**config.mk**
```make
export PLATFORM = sky130hd
export DESIGN_NAME = calc1_port_responder_flat
export DESIGN_NICKNAME = d
export VERILOG_FILES = /design/src/rtl/calc1_port_responder_if.sv /design/src/rtl/calc1_port_responder.sv /design/src/flat_wrapper.sv
export SDC_FILE = /design/constraint.sdc
export NUM_CORES = 1
export LEC_CHECK = 0
export CAP_MARGIN = 5
export CELL_PAD_IN_SITES_DETAIL_PLACEMENT = 1
export CELL_PAD_IN_SITES_GLOBAL_PLACEMENT = 1
export CORE_MARGIN = 2
export CORE_UTILIZATION = 50
export CTS_BUF_LIST = sky130_fd_sc_hd__clkbuf_8
export DETAILED_ROUTE_END_ITERATION = 7
export DONT_BUFFER_PORTS = 1
export MAX_ROUTING_LAYER = met4
export PLACE_DENSITY_LB_ADDON = 0.15
export SLEW_MARGIN = 20
export SYNTH_ARGS = -nofsm -noshare
export SYNTH_HDL_FRONTEND = slang
export SYNTH_SLANG_ARGS = --single-unit
```
**constraint.sdc**
```tcl
create_clock -name c_clk -period 8.84 [get_ports c_clk]
set_input_delay 1.326 -clock c_clk [delete_from_list [all_inputs] [get_ports c_clk]]
set_output_delay 1.326 -clock c_clk [all_outputs]
set_load 0.02 [all_outputs]
```
**src/rtl/calc1_port_responder_if.sv**
```systemverilog
// calc1_port_responder_if
//   Command/data/response bundle of a single calc1 port.
//   master : issues cmd_in/data_in, observes data_out/out_resp/busy (bench side)
//   slave  : the responder; consumes cmd_in/data_in, drives the results
//   All vectors are numbered MSB-first (bit 0 is the MSB).
interface calc1_port_responder_if #(
  parameter int DATA_W = 32,
  parameter int CMD_W  = 4
) ();
  logic [0:CMD_W-1]  cmd_in;    // 0 = no-op
  logic [0:DATA_W-1] data_in;   // op1 on the command cycle, op2 on the next
  logic [0:DATA_W-1] data_out;  // result, held until the next response
  logic [0:1]        out_resp;  // 00 none, 01 ok, 10 over/underflow, 11 invalid
  logic              busy;      // command in flight

  modport master (
    output cmd_in, data_in,
    input  data_out, out_resp, busy
  );

  modport slave (
    input  cmd_in, data_in,
    output data_out, out_resp, busy
  );
endinterface

```
**src/rtl/calc1_port_responder.sv**
```systemverilog
// calc1_port_responder
//   Device side of one calc1 port. A non-zero command is accepted together
//   with operand 1, operand 2 follows on the next cycle, and the result is
//   returned EXEC_LAT edges after operand 2 was captured as a one-cycle
//   response code plus a result word that holds until the next response.
//   Commands presented while busy are dropped.
// Ports
//   c_clk    : clock, rising edge
//   reset_n  : synchronous active-low reset, aborts any in-flight command
//   bus      : calc1_port_responder_if.slave (cmd_in, data_in, data_out,
//              out_resp, busy)
module calc1_port_responder #(
  parameter int DATA_W   = 32,
  parameter int CMD_W    = 4,
  parameter int EXEC_LAT = 3    // 1..15
) (
  input  logic                         c_clk,
  input  logic                         reset_n,
  calc1_port_responder_if.slave        bus
);

  localparam logic [0:1] RESP_NONE = 2'b00;
  localparam logic [0:1] RESP_OK   = 2'b01;
  localparam logic [0:1] RESP_OVF  = 2'b10;
  localparam logic [0:1] RESP_INV  = 2'b11;

  localparam logic [3:0] CNT_INIT = 4'(EXEC_LAT - 1);

  typedef enum logic [1:0] {IDLE, OP2, EXEC} state_t;

  state_t            state_q;
  logic [0:CMD_W-1]  cmd_q;
  logic [0:DATA_W-1] op1_q;
  logic [0:DATA_W-1] op2_q;
  logic [0:DATA_W-1] data_q;
  logic [0:1]        resp_q;
  logic              busy_q;
  logic [3:0]        cnt_q;

  // {response code, result word} for the latched command and operands
  logic [0:DATA_W+1] exec_d;

  // Unsigned calc1 arithmetic. Overflow/underflow and invalid commands
  // force the result word to zero. Shifts use only the low 5 bits of op2.
  function automatic logic [0:DATA_W+1] calc(
    input logic [0:CMD_W-1]  cmd,
    input logic [0:DATA_W-1] a,
    input logic [0:DATA_W-1] b
  );
    logic [DATA_W:0] wide;
    logic [4:0]      sh;
    sh   = b[DATA_W-5:DATA_W-1];
    wide = '0;
    calc = {RESP_INV, {DATA_W{1'b0}}};
    case (cmd)
      CMD_W'(1): begin
        wide = {1'b0, a} + {1'b0, b};
        if (wide[DATA_W]) calc = {RESP_OVF, {DATA_W{1'b0}}};
        else              calc = {RESP_OK, wide[DATA_W-1:0]};
      end
      CMD_W'(2): begin
        if (b > a) calc = {RESP_OVF, {DATA_W{1'b0}}};
        else       calc = {RESP_OK, a - b};
      end
      CMD_W'(5): calc = {RESP_OK, a << sh};
      CMD_W'(6): calc = {RESP_OK, a >> sh};
      default:   calc = {RESP_INV, {DATA_W{1'b0}}};
    endcase
  endfunction

  assign exec_d = calc(cmd_q, op1_q, op2_q);

  always_ff @(posedge c_clk) begin
    if (!reset_n) begin
      state_q <= IDLE;
      cmd_q   <= '0;
      op1_q   <= '0;
      op2_q   <= '0;
      data_q  <= '0;
      resp_q  <= RESP_NONE;
      busy_q  <= 1'b0;
      cnt_q   <= '0;
    end else begin
      // response code is a single-cycle pulse; default it back to none
      resp_q <= RESP_NONE;
      case (state_q)
        IDLE: begin
          if (bus.cmd_in != '0) begin
            cmd_q   <= bus.cmd_in;
            op1_q   <= bus.data_in;
            busy_q  <= 1'b1;
            state_q <= OP2;
          end
        end
        OP2: begin
          // cmd_in is a don't-care here; data_in is always operand 2
          op2_q   <= bus.data_in;
          cnt_q   <= CNT_INIT;
          state_q <= EXEC;
        end
        EXEC: begin
          if (cnt_q == 4'd0) begin
            resp_q  <= exec_d[0:1];
            data_q  <= exec_d[2:DATA_W+1];
            busy_q  <= 1'b0;
            state_q <= IDLE;
          end else begin
            cnt_q <= cnt_q - 4'd1;
          end
        end
        default: state_q <= IDLE;
      endcase
    end
  end

  assign bus.data_out = data_q;
  assign bus.out_resp = resp_q;
  assign bus.busy     = busy_q;

endmodule

```
**src/flat_wrapper.sv**
```systemverilog
// flat-port wrapper written by rule: the top's interface ports become plain ports
module calc1_port_responder_flat 
#(
  parameter int DATA_W   = 32,
  parameter int CMD_W    = 4,
  parameter int EXEC_LAT = 3            
)
  (c_clk, reset_n, bus_cmd_in, bus_data_in, bus_data_out, bus_out_resp, bus_busy);
  calc1_port_responder_if #(.DATA_W(DATA_W), .CMD_W(CMD_W)) bus_i ();
  input  logic c_clk;
  input  logic reset_n;
  input wire logic [$bits(bus_i.cmd_in)-1:0] bus_cmd_in;
  input wire logic [$bits(bus_i.data_in)-1:0] bus_data_in;
  output wire logic [$bits(bus_i.data_out)-1:0] bus_data_out;
  output wire logic [$bits(bus_i.out_resp)-1:0] bus_out_resp;
  output wire logic [$bits(bus_i.busy)-1:0] bus_busy;
  assign bus_i.cmd_in = bus_cmd_in;
  assign bus_i.data_in = bus_data_in;
  assign bus_data_out = bus_i.data_out;
  assign bus_out_resp = bus_i.out_resp;
  assign bus_busy = bus_i.busy;
  calc1_port_responder #(.DATA_W(DATA_W), .CMD_W(CMD_W), .EXEC_LAT(EXEC_LAT)) u_core (.c_clk(c_clk), .reset_n(reset_n), .bus(bus_i));
endmodule
```
# After elaboration in Yosys (flattened, before gate mapping)
# Index checks and enable logic that the tools add are counted.
# W data, S select, Z words.
# totals
ff_bits	109
inputBits	38
output_inout_bits	35
elab_cells	45
# op_classes
addsub	3
magnitude_cmp	1
eq_ne	9
n_shift	2
n_mux	11
reduce_logical	11
# op_table
operator	count
$pmux W34 S4	1
$mux W34	2
$add A32 B32 Y33	1
$gt A32 B32 Y1	1
$shl A32 B5 Y32	1
$shr A32 B5 Y32	1
$sub A32 B32 Y32	1
$eq A4 B3 Y1 const B	2
$pmux W4 S2	1
$reduce_and A2 Y1	4
$pmux W2 S3	1
$reduce_and A3 Y1	2
$eq A4 B1 Y1 const B	1
$eq A4 B2 Y1 const B	1
$logic_not A4 Y1	1
$mux W2	2
$mux W4	1
$ne A2 B1 Y1 const B	2
$reduce_bool A2 Y1	2
$reduce_bool A4 Y1	1
$sub A4 B1 Y4 const B	1
$eq A2 B1 Y1 const B	1
$eq A2 B2 Y1 const B	1
$logic_not A2 Y1	1
other kinds (3)	4

# Logic depth before layout (Yosys ltp)
# Gate-level depths: netlist (run 1).
# logic_depth
word_depth	3
ltp_mapped	17
depth_no_buf	12

# Least setup slack after synthesis (run 1)
# Ideal clock, no wire load.
# synth_timing
path_type	reg2reg
from	register u_core.op2_q[29] (netlist name)
to	register u_core.data_q, in the netlist u_core.bus.data_out[23]
setup_time_ns	0.131
arrival_ns	3.765
required_ns	8.709
path_slack_ns	4.944
path_stages_with_launch	17
n_path_buf	5
period_less_slack_ns	3.896
cell_sequence	dfxtp_1 -> inv_2 -> buf_1 -> clkbuf_1 -> buf_1 -> ha_1 -> nor2_1 -> o221ai_1 -> a21o_1 -> a21oi_2 -> nand4_1 -> a211oi_2 -> buf_2 -> buf_2 -> a211oi_1 -> o31ai_1 -> o211ai_1
# synth_between
elab_chain_cells	3
elab_cells_between_ends	8
cone_classes	2 x add/sub; 1 x order compare; 2 x shift; 3 x mux
# synth_rtl
element	line	rtl
from (decl)	calc1_port_responder.sv:34	logic [0:DATA_W-1] op2_q;
from (signal assigned)	calc1_port_responder.sv:97	op2_q <= bus.data_in;
$sub A32 B32 Y32 (tied with other cells)	calc1_port_responder.sv:63	else calc = {RESP_OK, a - b};
$mux W34 (on tied branches)	calc1_port_responder.sv:62, calc1_port_responder.sv:58	
$pmux W34 S4 (*)	calc1_port_responder.sv:55	case (cmd)
to (signal assigned)	calc1_port_responder.sv:104	data_q <= exec_d[2:DATA_W+1];
to (decl)	calc1_port_responder.sv:35	logic [0:DATA_W-1] data_q;
# Every way passes the cells marked *; elsewhere a longest branch is shown, timed or not.
# A chain may end at the register's enable or synchronous reset.

# Worst setup path in the final report (run 1)
# layout_timing
from	register u_core.op2_q[29] (netlist name)
to	register u_core.data_q, in the netlist u_core.bus.data_out[2]
# The elaborated chain is that of the path after synthesis.

==> results by group, run 1 <==
Synthesis
  • Yosys top cell by area: dfxtp_1
  • Syn Std Cell Area: 12,000 sq um
  • #FFs+latches synth: 109
  • Post-synth EDFFs: 0
  • Synth top cells by count: 234 x nand2_1, 143 x nor2_1, 109 x dfxtp_1, 96 x a21oi_1, 84 x o21ai_0
  • Synth warn: 0
  • Top post-synthesis cells by area: dfxtp_1 18%, mux4_2 10%, nand2_1 7.3%
  • Top cell type's share of synthesized area: 18.2%
  • Seq/Total Area, Yosys: between 10% and 20%
  • Synth Net Count: 1,692
  • Cells after Synth: 1,584
  • Top FF cell, synth: dfxtp_1
  • Mean Syn Cell Area: 7.57 sq um
  • Yosys cell types: 93
  • Cell with the most instances after synthesis: nand2_1
  • Asr flop ratio synth: 0%

Routing
  • Total routed wirelength: 51,000 um
  • # DRC: 0
  • 1st-pass router iterations: 5
  • Antenna viol nets, final: 0
  • DR vias/cell: 7.09
  • Routed len/inst: about 28 um
  • DR vias: ~13k
  • DRT iter0 DRCs: between 1.5k and 2k

Floorplanning
  • Number of I/O pins: 73
  • Initial core utilization: 51.1%
  • Row count: 56
  • Core ar.: 23,500 sq um
  • Die area: 25,200 sq um
  • Die W: between 150 and 200 um
  • Die span in y: between 150 and 200 um

Worst setup path
  • Crit path DAT: 5280 ps
  • Worst EP required: 9220 ps
  • Worst Path Max Fanout: 69
  • Crit path launch type: flip-flop
  • Worst path cell trace: buf_4 -> inv_2 -> ha_1 -> nand2b_1 -> a21oi_1 -> o2111ai_1 -> and3_1 -> o21ai_1 -> nand2_1 -> o31ai_1 -> o2111ai_1 -> nand3_1
  • Critical path's slowest cell: nand2_1
  • Crit path kind: flip-flop to flip-flop
  • Crit. End Element: flip-flop
  • Critical Path Most Common Cell: o2111ai_1
  • Crit-path max cell delay: 630 ps

Timing
  • Final Cycle Share: a little under three fifths
  • Slew headroom: 27.4%
  • Final setup viols: 0
  • Fin Setup TNS: 0 ps
  • Hold_ws: 478 ps
  • Hold Vio Cnt, Final: 0
  • Worst slew pin tran: ~1100 ps
  • RSZ-0062 raised after global routing: false
  • Post-layout minimum cycle time: 4900 ps
  • FMAX: 204 MHz
  • Max Slew Vio Count: 0
  • Setup ws final: 3940 ps
  • Clk_skew: 23.2 ps

Finish
  • Area Growth Syn to Fin: 2.27%
  • Layout cell share with drive strength beyond 1: 9.74%
  • Fillers: 2,961
  • Register area: 2190 sq um
  • Final nets: 1,602
  • Cell Count, Final, Fillers Out: 1,819
  • Post-layout util: between 50% and 60%
  • Cell area after layout: around 12,000 sq um
  • Multi-input combinational cell area: 9010 sq um

Placed design
  • DP Area: 12,000 sq um
  • HPWL after DPL: 38,400 um
  • # port buffers: 0
  • Worst Setup Slack post-DPL: 4110 ps
  • Placed cells: 1,802
  • GP Congestion: ~0.99

Pwr
  • Seq pwr share: 33.5%
  • Combinational power share: 46.7%
  • Sw Share: 48.9%
  • PD cells: 153 nW/um^2
  • Final Total Pwr: 1.87 mW
  • Sw power: ~0.92 mW
  • Cell Int Power: 0.957 mW
  • VDD IR max: roughly 0.13 mV
  • LEAKAGE: 4.50 nW
  • Clk pwr share: 19.8%

Global routing
  • Vias in the first global route: 12.6k
  • Initial antenna violation count: 1
  • First-pass GRT wire length: 76,800 um
  • Largest net degree at the start of global routing: 79
  • Gr ovfl total: 0
  • GRT Util Overall: 40.5%

Job
  • MaxCap Viol Count: 0

Hold path
  • Hold Crit Class: flip-flop to flip-flop

Clocking
  • Sink Count: 109
  • Worst skew pair latency: 430 ps
  • CTS tree: built
  • Cts hold-fix bufs: 0
  • Cts bufs inserted: 9
  • Deepest clock path buffer count: 2
  • CTS root buffer: clkbuf_8
  • CTS HTree Levels: 3
  • Clock transition at the registers of the reported paths: 150 ps
  • Post-CTS Setup Inserts: 0
  • Gates resized, CTS repair: 0

Status
  • Status: complete, no violations
==> worst paths after layout <==
check | start | endpoint | slack, ps | depth (start not counted)
worst max-delay path | u_core.op2_q[29] | u_core.bus.data_out[2] | 3940 | 12
worst min-delay path | u_core.cnt_q[3] | u_core.cnt_q[3] | 480 | 1
worst max register to register | u_core.op2_q[29] | u_core.bus.data_out[2] | 3940 | 12
worst min register to register | u_core.cnt_q[3] | u_core.cnt_q[3] | 480 | 1
==> power groups by stage <==
stage | logic, mW | registers, mW | clock network, mW
4_1_cts | 0.850 | 0.621 | 0.374
5_1_grt | 0.938 | 0.630 | 0.385
3_5_place_dp | 0.845 | 0.632 | 0
3_3_place_gp | 0.825 | 0.627 | 0
2_1_floorplan | 0.639 | 0.580 | 0
6_report | 0.874 | 0.628 | 0.371
==> placed cells by master (no fill, tap or decap), types with 10 or more instances in the layout <==
cell type / synthesis / routed
a211oi_1: 37 / 37
a21boi_0: 70 / 70
a21o_1: 16 / 16
a21oi_1: 96 / 96
a22oi_1: 16 / 16
a31oi_1: 18 / 18
and2_1: 12 / 12
buf_4: 6 / 19
dfxtp_1: 109 / 105
ha_1: 68 / 68
inv_1: 72 / 72
mux2_2: 13 / 13
mux2i_1: 37 / 37
mux4_2: 54 / 54
nand2_1: 234 / 234
nand2b_1: 19 / 19
nand3_1: 25 / 25
nand4_1: 10 / 10
nor2_1: 143 / 143
nor2b_1: 21 / 20
nor3_1: 39 / 37
nor4_1: 11 / 11
o211ai_1: 24 / 24
o21a_1: 11 / 11
o21ai_0: 84 / 84
o21bai_1: 15 / 15
o22ai_1: 11 / 11
o31ai_1: 32 / 32
==> critical path: cells and delay by family (launching register included) <==
kind | cells | cell delay (ps)
adder cells (fa/ha/maj) | 1 | 600
AO/OA/AOI/OAI | 5 | 1600
AND/OR/NAND/NOR | 4 | 1090
flip-flops | 1 | 350
buffers and inverters | 2 | 1180
==> flip-flops by register name, indices dropped and copies added (netlist names) <==
name / cells
u_core.bus.data_out: 32
u_core.op2_q: 32
u_core.op1_q: 32
u_core.bus.out_resp: 2
u_core.bus.busy: 1
u_core.cnt_q: 4
u_core.cmd_q: 4
u_core.state_q: 2
==> metal layers <==
metal | global-route usage [%] | vias up | wire, um
met4 | 11.3 | 0 | 1420
li1 | - | 5686 | -
met1 | 54.4 | 6427 | 21400
met5 | - | - | 0
met3 | 8.86 | 104 | 5430
met2 | 61.4 | 678 | 22800
==> cell type report <==
| class | instances | area share [%] |
|---|---|---|
| inverters | 75 | 2.30 |
| well taps | 319 | 3.26 |
| repair buffers | 19 | 1.16 |
| clock buffers | 9 | 1.01 |
| multi-input cells | 1280 | 73.5 |
| clock inverters | 7 | 0.827 |
| diodes | 1 | 0.0204 |
| flip-flops and latches | 109 | 17.9 |
==> kinds of logic (layout without fill, tap and decap cells) <==
logic type / after synthesis / after routing / share of synthesized area, %
simple gates: 558 / 558 / 21.0
buf+inv: 195 / 110 / 6.79
other cells: 0 / 1 / 0
fa+ha+maj: 70 / 70 / 7.43
flops: 109 / 109 / 18.2
compound gates: 540 / 540 / 31.5
xor+xnor: 8 / 8 / 0.585
mux: 104 / 104 / 14.5
(Power assumes the default switching activity.)
==> inputs of run 2 (changes only) <==
- clock period: 8.84 -> 4.8 ns (I/O delays scaled with it)
==> results by group, run 2 (synthesis gave the netlist of run 1 again) <==
Pwr
  • Cell Int Power: 1.79 mW (+87%)
  • Seq pwr share: 31.6% (-1.9 points)
  • VDD IR max: 0.219 mV (+70%)
  • Clk pwr share: 19.3% (-0.5 points)
  • Sw power: 1.71 mW (+87%)
  • PD cells: 280 nW/um^2 (+83%)
  • Combinational power share: 49.1% (+2.4 points)
  • Sw Share: 48.9% (about the same)
  • LEAKAGE: 4.67 nW (+3.7%)

Clocking
  • Sink Count: 109 (unchanged)
  • Cts bufs inserted: 9 (unchanged)
  • Worst skew pair latency: 430 ps (about the same)
  • Clock transition at the registers of the reported paths: 150 ps (about the same)
  • CTS root buffer: clkbuf_8
  • CTS tree: built
  • CTS HTree Levels: 3 (unchanged)
  • Deepest clock path buffer count: 2 (unchanged)
  • Gates resized, CTS repair: 0 (unchanged)
  • Cts hold-fix bufs: 0 (unchanged)
  • Post-CTS Setup Inserts: 0 (unchanged)

Global routing
  • Gr ovfl total: 0 (unchanged)
  • Met3 usage: 13.1% (+4.3 points)
  • Vias in the first global route: 12.9k (+1.7%)
  • Grt met2 use: 62.7% (+1.2 points)
  • Initial antenna violation count: 3 (+2)
  • First-pass GRT wire length: 80,300 um (+4.5%)
  • Largest net degree at the start of global routing: 79 (unchanged)
  • Met1 Use GR: 55.3% (+0.89 points)
  • GRT Util Overall: 42.6% (+2.1 points)
  • Top Usage Layer GRT: met2

Job
  • MaxCap Viol Count: 0 (unchanged)

Timing
  • RSZ-0062 raised after global routing: false
  • Post-layout minimum cycle time: 4220 ps (-687 ps)
  • Final setup viols: 0 (unchanged)
  • Setup ws final: 584 ps (-3350 ps)
  • Fin Setup TNS: 0 ps (unchanged)
  • Hold Vio Cnt, Final: 0 (unchanged)
  • Slew headroom: 34.9% (+7.5 points)
  • Max Slew Vio Count: 0 (unchanged)
  • Final Cycle Share: 87.8% (+32 points)
  • Worst slew pin tran: 976 ps (-113 ps)
  • FMAX: 237 MHz (+16%)
  • Clk_skew: 18.6 ps (-4.68 ps)

Worst setup path
  • Worst path buffer plus inverter count: 2 (unchanged)
  • Crit-path leading delay family: compound AO/OA/AOI/OAI gates
  • Worst path cell trace: ha_1 -> inv_1 -> fa_1 -> nor2_1 -> o221ai_1 -> a21o_1 -> a21oi_2 -> nand4_1 -> a211oi_4 -> buf_4 -> or2_2 -> o221ai_1 -> a22o_1
  • Crit-path max cell delay: 640 ps (about the same)
  • Critical path's slowest cell: a211oi_4
  • Worst Path Max Fanout: 26 (-62%)
  • Crit path kind: flip-flop to flip-flop
  • Worst EP required: 5120 ps (-4100 ps)
  • Register-to-register setup slack: 580 ps (-3350 ps)
  • Critical Path Most Common Cell: o221ai_1
  • Crit. End Element: flip-flop
  • Crit path DAT: 4540 ps (-740 ps)
  • Crit path launch type: flip-flop

Finish
  • Commonest cells after routing, fill and taps aside: 234 x nand2_1, 143 x nor2_1, 105 x dfxtp_1
  • Cell Count, Final, Fillers Out: 1,855 (+2.0%)
  • Area Growth Syn to Fin: 4.35%
  • Cell area after layout: 12,500 sq um (+2.0%)
  • Final nets: 1,636 (+2.1%)
  • Layout cell share with drive strength beyond 1: 11.7% (+2.0 points)
  • Most common cell after layout, fill and taps aside: nand2_1
  • Post-layout util: 53.3% (+1.1 points)

Floorplanning
  • Die W: 159 um (unchanged)
  • Die area: 25,200 sq um (unchanged)
  • Row count: 56 (unchanged)
  • Core ar.: 23,500 sq um (unchanged)
  • Number of I/O pins: 73 (unchanged)
  • Die span in y: 159 um (unchanged)
  • Initial core utilization: 51.1% (unchanged)

Routing
  • Routed len/inst: 28.8 um (+2.8%)
  • # DRC: 2 (+2)
  • 1st-pass router iterations: 8 (+3)
  • DRT iter0 DRCs: 1,488 (-1.1%)
  • Total routed wirelength: 53,500 um (+4.9%)
  • DR vias: 13.1k (+1.8%)
  • DR vias/cell: 7.07 (-0.20%)
  • Antenna viol nets, final: 0 (unchanged)

Status
  • Failing checks: DRC
  • Status: finished with violations

Placed design
  • # port buffers: 0 (unchanged)
  • HPWL after DPL: 40,300 um (+5.2%)
  • GP Congestion: 1.05 (+6.2%)
  • Worst Setup Slack post-DPL: 784 ps (-3330 ps)
  • DP Area: 12,300 sq um (+2.1%)
  • Placed cells: 1,836 (+1.9%)

Hold path
  • Hold Crit Class: input pin to flip-flop
-- run 2: cell count changes in the layout (fill, tap and decap cells not counted) --
cell / before / now
inv_8: 1 / 0
inv_6: 1 / 3
diode_2: 1 / 3
inv_12: 2 / 1
buf_4: 19 / 53
-- run 2: power groups by stage --
stage          combinational, mW  sequential, mW  clock (mW)
6_report                    1.72            1.11       0.674
5_1_grt                     1.83            1.11       0.697
4_1_cts                     1.66            1.10       0.672
3_5_place_dp                1.65            1.12           0
3_3_place_gp                1.62            1.11           0
2_1_floorplan               1.18            1.07           0
-- run 2: routing by layer --
metal | wire length, um | up-vias
met1 | 21400 | 6506
met4 | 2170 | 0
met2 | 23100 | 738
li1 | - | 5732
met3 | 6800 | 148
met5 | 0 | -
-- run 2: area by class of cell --
type / instances / area (sq um)
Antenna cell: 3 / 7.51
Clock buffer: 9 / 124
Clock inverter: 7 / 91.3
Fill cell: 2950 / 11000
Inverter: 75 / 282
Multi-Input combinational cell: 1280 / 9010
Sequential cell: 109 / 2190
Tap cell: 319 / 399
Timing Repair Buffer: 53 / 398
-- run 2: per-stage QoR --
stage	hold WS [ps]	total power, mW
after global routing	406	3.64
final	414	3.50
after CTS	399	3.43
after global placement	440	2.73
after floorplan	423	2.24
after detailed placement	455	2.77
-- run 2: worst register-to-register path: cells and delay by family (launching register included) --
kind	cells	cell delay (ps)
AOI/OAI and AO/OA	6	1730
adders and majority gates	2	640
buffers and inverters	2	490
DFF	1	510
and+or+nand+nor	3	740
-- run 2: final timing paths --
kind,cells after the start,end,from
min,1,u_core.cmd_q[0],reset_n
max,13,u_core.bus.data_out[30],u_core.op1_q[31]
max reg2reg,13,u_core.bus.data_out[30],u_core.op1_q[31]
min reg2reg,1,u_core.cnt_q[3],u_core.cnt_q[3]
==> inputs of run 3 (changes only) <==
- SETUP_SLACK_MARGIN: not set -> 0.5
==> results by group, run 3 (synthesis gave the netlist of run 1 again) <==
Routing
  • 1st-pass router iterations: 6 (-2)
  • Total routed wirelength: 53,500 um (about the same)
  • Antenna viol nets, final: 0 (unchanged)
  • DR vias/cell: 7.10 (+0.38%)
  • Routed len/inst: 28.8 um (about the same)
  • DRT iter0 DRCs: 1,521 (+2.2%)
  • # DRC: 0 (-2)
  • DR vias: 13.2k (+0.38%)

Worst setup path
  • Worst EP required: 5120 ps (about the same)
  • Worst Path Max Fanout: 26 (unchanged)
  • Worst path buffer plus inverter count: 2 (unchanged)
  • Crit-path leading delay family: compound AO/OA/AOI/OAI gates
  • Worst path cell trace: ha_1 -> inv_1 -> fa_1 -> nor2_1 -> o221ai_1 -> a21o_1 -> a21oi_2 -> nand4_1 -> a211oi_4 -> buf_4 -> or2_2 -> o221ai_1 -> a22o_1
  • Crit path kind: flip-flop to flip-flop
  • Crit path launch type: flip-flop
  • Crit-path max cell delay: 610 ps (-30 ps)
  • Critical Path Most Common Cell: o221ai_1
  • Critical path's slowest cell: a211oi_4
  • Crit path DAT: 4500 ps (-40 ps)
  • Crit. End Element: flip-flop

Clocking
  • Clock transition at the registers of the reported paths: 140 ps (about the same)
  • CTS tree: built
  • Worst skew pair latency: 430 ps (about the same)
  • Cts bufs inserted: 9 (unchanged)
  • Sink Count: 109 (unchanged)
  • CTS HTree Levels: 3 (unchanged)
  • CTS root buffer: clkbuf_8
  • Post-CTS Setup Inserts: 0 (unchanged)
  • Deepest clock path buffer count: 2 (unchanged)

Hold path
  • Hold Crit Class: input pin to flip-flop

Timing
  • Post-layout minimum cycle time: 4180 ps (-37.7 ps)
  • FMAX: 239 MHz (+0.90%)
  • Hold_ws: 418 ps (+3.76 ps)
  • Worst slew pin tran: 995 ps (+18.3 ps)
  • Clk_skew: 22.5 ps (+3.92 ps)
  • Slew headroom: 33.7% (-1.2 points)
  • Hold Vio Cnt, Final: 0 (unchanged)
  • Final Cycle Share: 87.1% (-0.78 points)
  • Setup ws final: 621 ps (+37.7 ps)
  • Final setup viols: 0 (unchanged)
  • RSZ-0062 raised after global routing: false
  • Max Slew Vio Count: 0 (unchanged)
  • Fin Setup TNS: 0 ps (unchanged)

Finish
  • Layout cell share with drive strength beyond 1: 11.7% (unchanged)
  • Post-layout util: 53.3% (about the same)
  • Most common cell after layout, fill and taps aside: nand2_1
  • Final nets: 1,636 (unchanged)
  • Cell Count, Final, Fillers Out: 1,855 (unchanged)
  • Commonest cells after routing, fill and taps aside: 234 x nand2_1, 143 x nor2_1, 105 x dfxtp_1
  • Fillers: 2,950 (unchanged)
  • Area Growth Syn to Fin: 4.36% (about the same)

Floorplanning
  • Core ar.: 23,500 sq um (unchanged)
  • Die span in y: 159 um (unchanged)
  • Row count: 56 (unchanged)
  • Number of I/O pins: 73 (unchanged)
  • Initial core utilization: 51.1% (unchanged)
  • Die area: 25,200 sq um (unchanged)
  • Die W: 159 um (unchanged)

Status
  • Status: complete, no violations

Placed design
  • Worst Setup Slack post-DPL: 784 ps (unchanged)
  • GP Congestion: 1.05 (unchanged)
  • HPWL after DPL: 40,300 um (unchanged)
  • # port buffers: 0 (unchanged)
  • Placed cells: 1,836 (unchanged)

Global routing
  • GRT Util Overall: 42.6% (unchanged)
  • Initial antenna violation count: 3 (unchanged)
  • Largest net degree at the start of global routing: 79 (unchanged)
  • Vias in the first global route: 12.9k (unchanged)
  • First-pass GRT wire length: 80,300 um (unchanged)
  • Gr ovfl total: 0 (unchanged)

Pwr
  • LEAKAGE: 4.67 nW (about the same)
  • VDD IR max: 0.218 mV (about the same)
  • PD cells: 280 nW/um^2 (about the same)

Job
  • MaxCap Viol Count: 0 (unchanged)
## run 3: cell counts in the layout (fill, tap and decap cells not counted)
No cell type changed its count.
## run 3: what timing repair did
item,4_1_cts,5_1_grt
resized for setup,0,1
hold buffers,0,0
setup endpoints to repair,0,3
## run 3: worst paths after layout
kind                                        from                 endpoint  slack (ps)  cells past startpoint
worst max-delay path            u_core.op1_q[31]  u_core.bus.data_out[30]         620                     13
worst min-delay path                     reset_n          u_core.cmd_q[0]         420                      1
worst max register to register  u_core.op1_q[31]  u_core.bus.data_out[30]         620                     13
worst min register to register   u_core.cnt_q[3]          u_core.cnt_q[3]         470                      1
## run 3: power breakdown
group          switching (mW)  internal (mW)
Clock                   0.455          0.216
Combinational            1.12          0.600
Sequential              0.137          0.969
Total                    1.71           1.79
## run 3: area by class of cell
| type | count | area, sq um | share of cell area, % |
|---|---|---|---|
| multi-input combinational | 1280 | 9010 | 72.1 |
| sequential | 109 | 2190 | 17.5 |
| tap | 319 | 399 | 3.19 |
| timing repair buffer | 53 | 398 | 3.18 |
| inverter | 75 | 282 | 2.25 |
| clock buffer | 9 | 124 | 0.990 |
| clock inverter | 7 | 91.3 | 0.730 |
| antenna | 3 | 7.51 | 0.0600 |
## run 3: worst reg2reg max path: cells and delay by family, from the launching register on
family	cells	cell delay (ps)
AOI/OAI and AO/OA	6	1690
and+or+nand+nor	3	740
adders and majority gates	2	640
DFF	1	510
buffers and inverters	2	490
## run 3: layer usage
metal	vias to the layer above	routed length, um	global-route usage, %
met1	6547	21800	55.3
met4	0	2000	15.0
met3	130	6540	13.1
met2	749	23200	62.7
met5	-	0	-
li1	5748	-	-
## run 3: per-stage QoR
step / area, sq um / power [mW]
2_1_floorplan: 12000 / 2.24
3_3_place_gp: 12300 / 2.73
3_5_place_dp: 12300 / 2.77
4_1_cts: 12500 / 3.43
5_1_grt: 12500 / 3.64
6_report: 12500 / 3.50
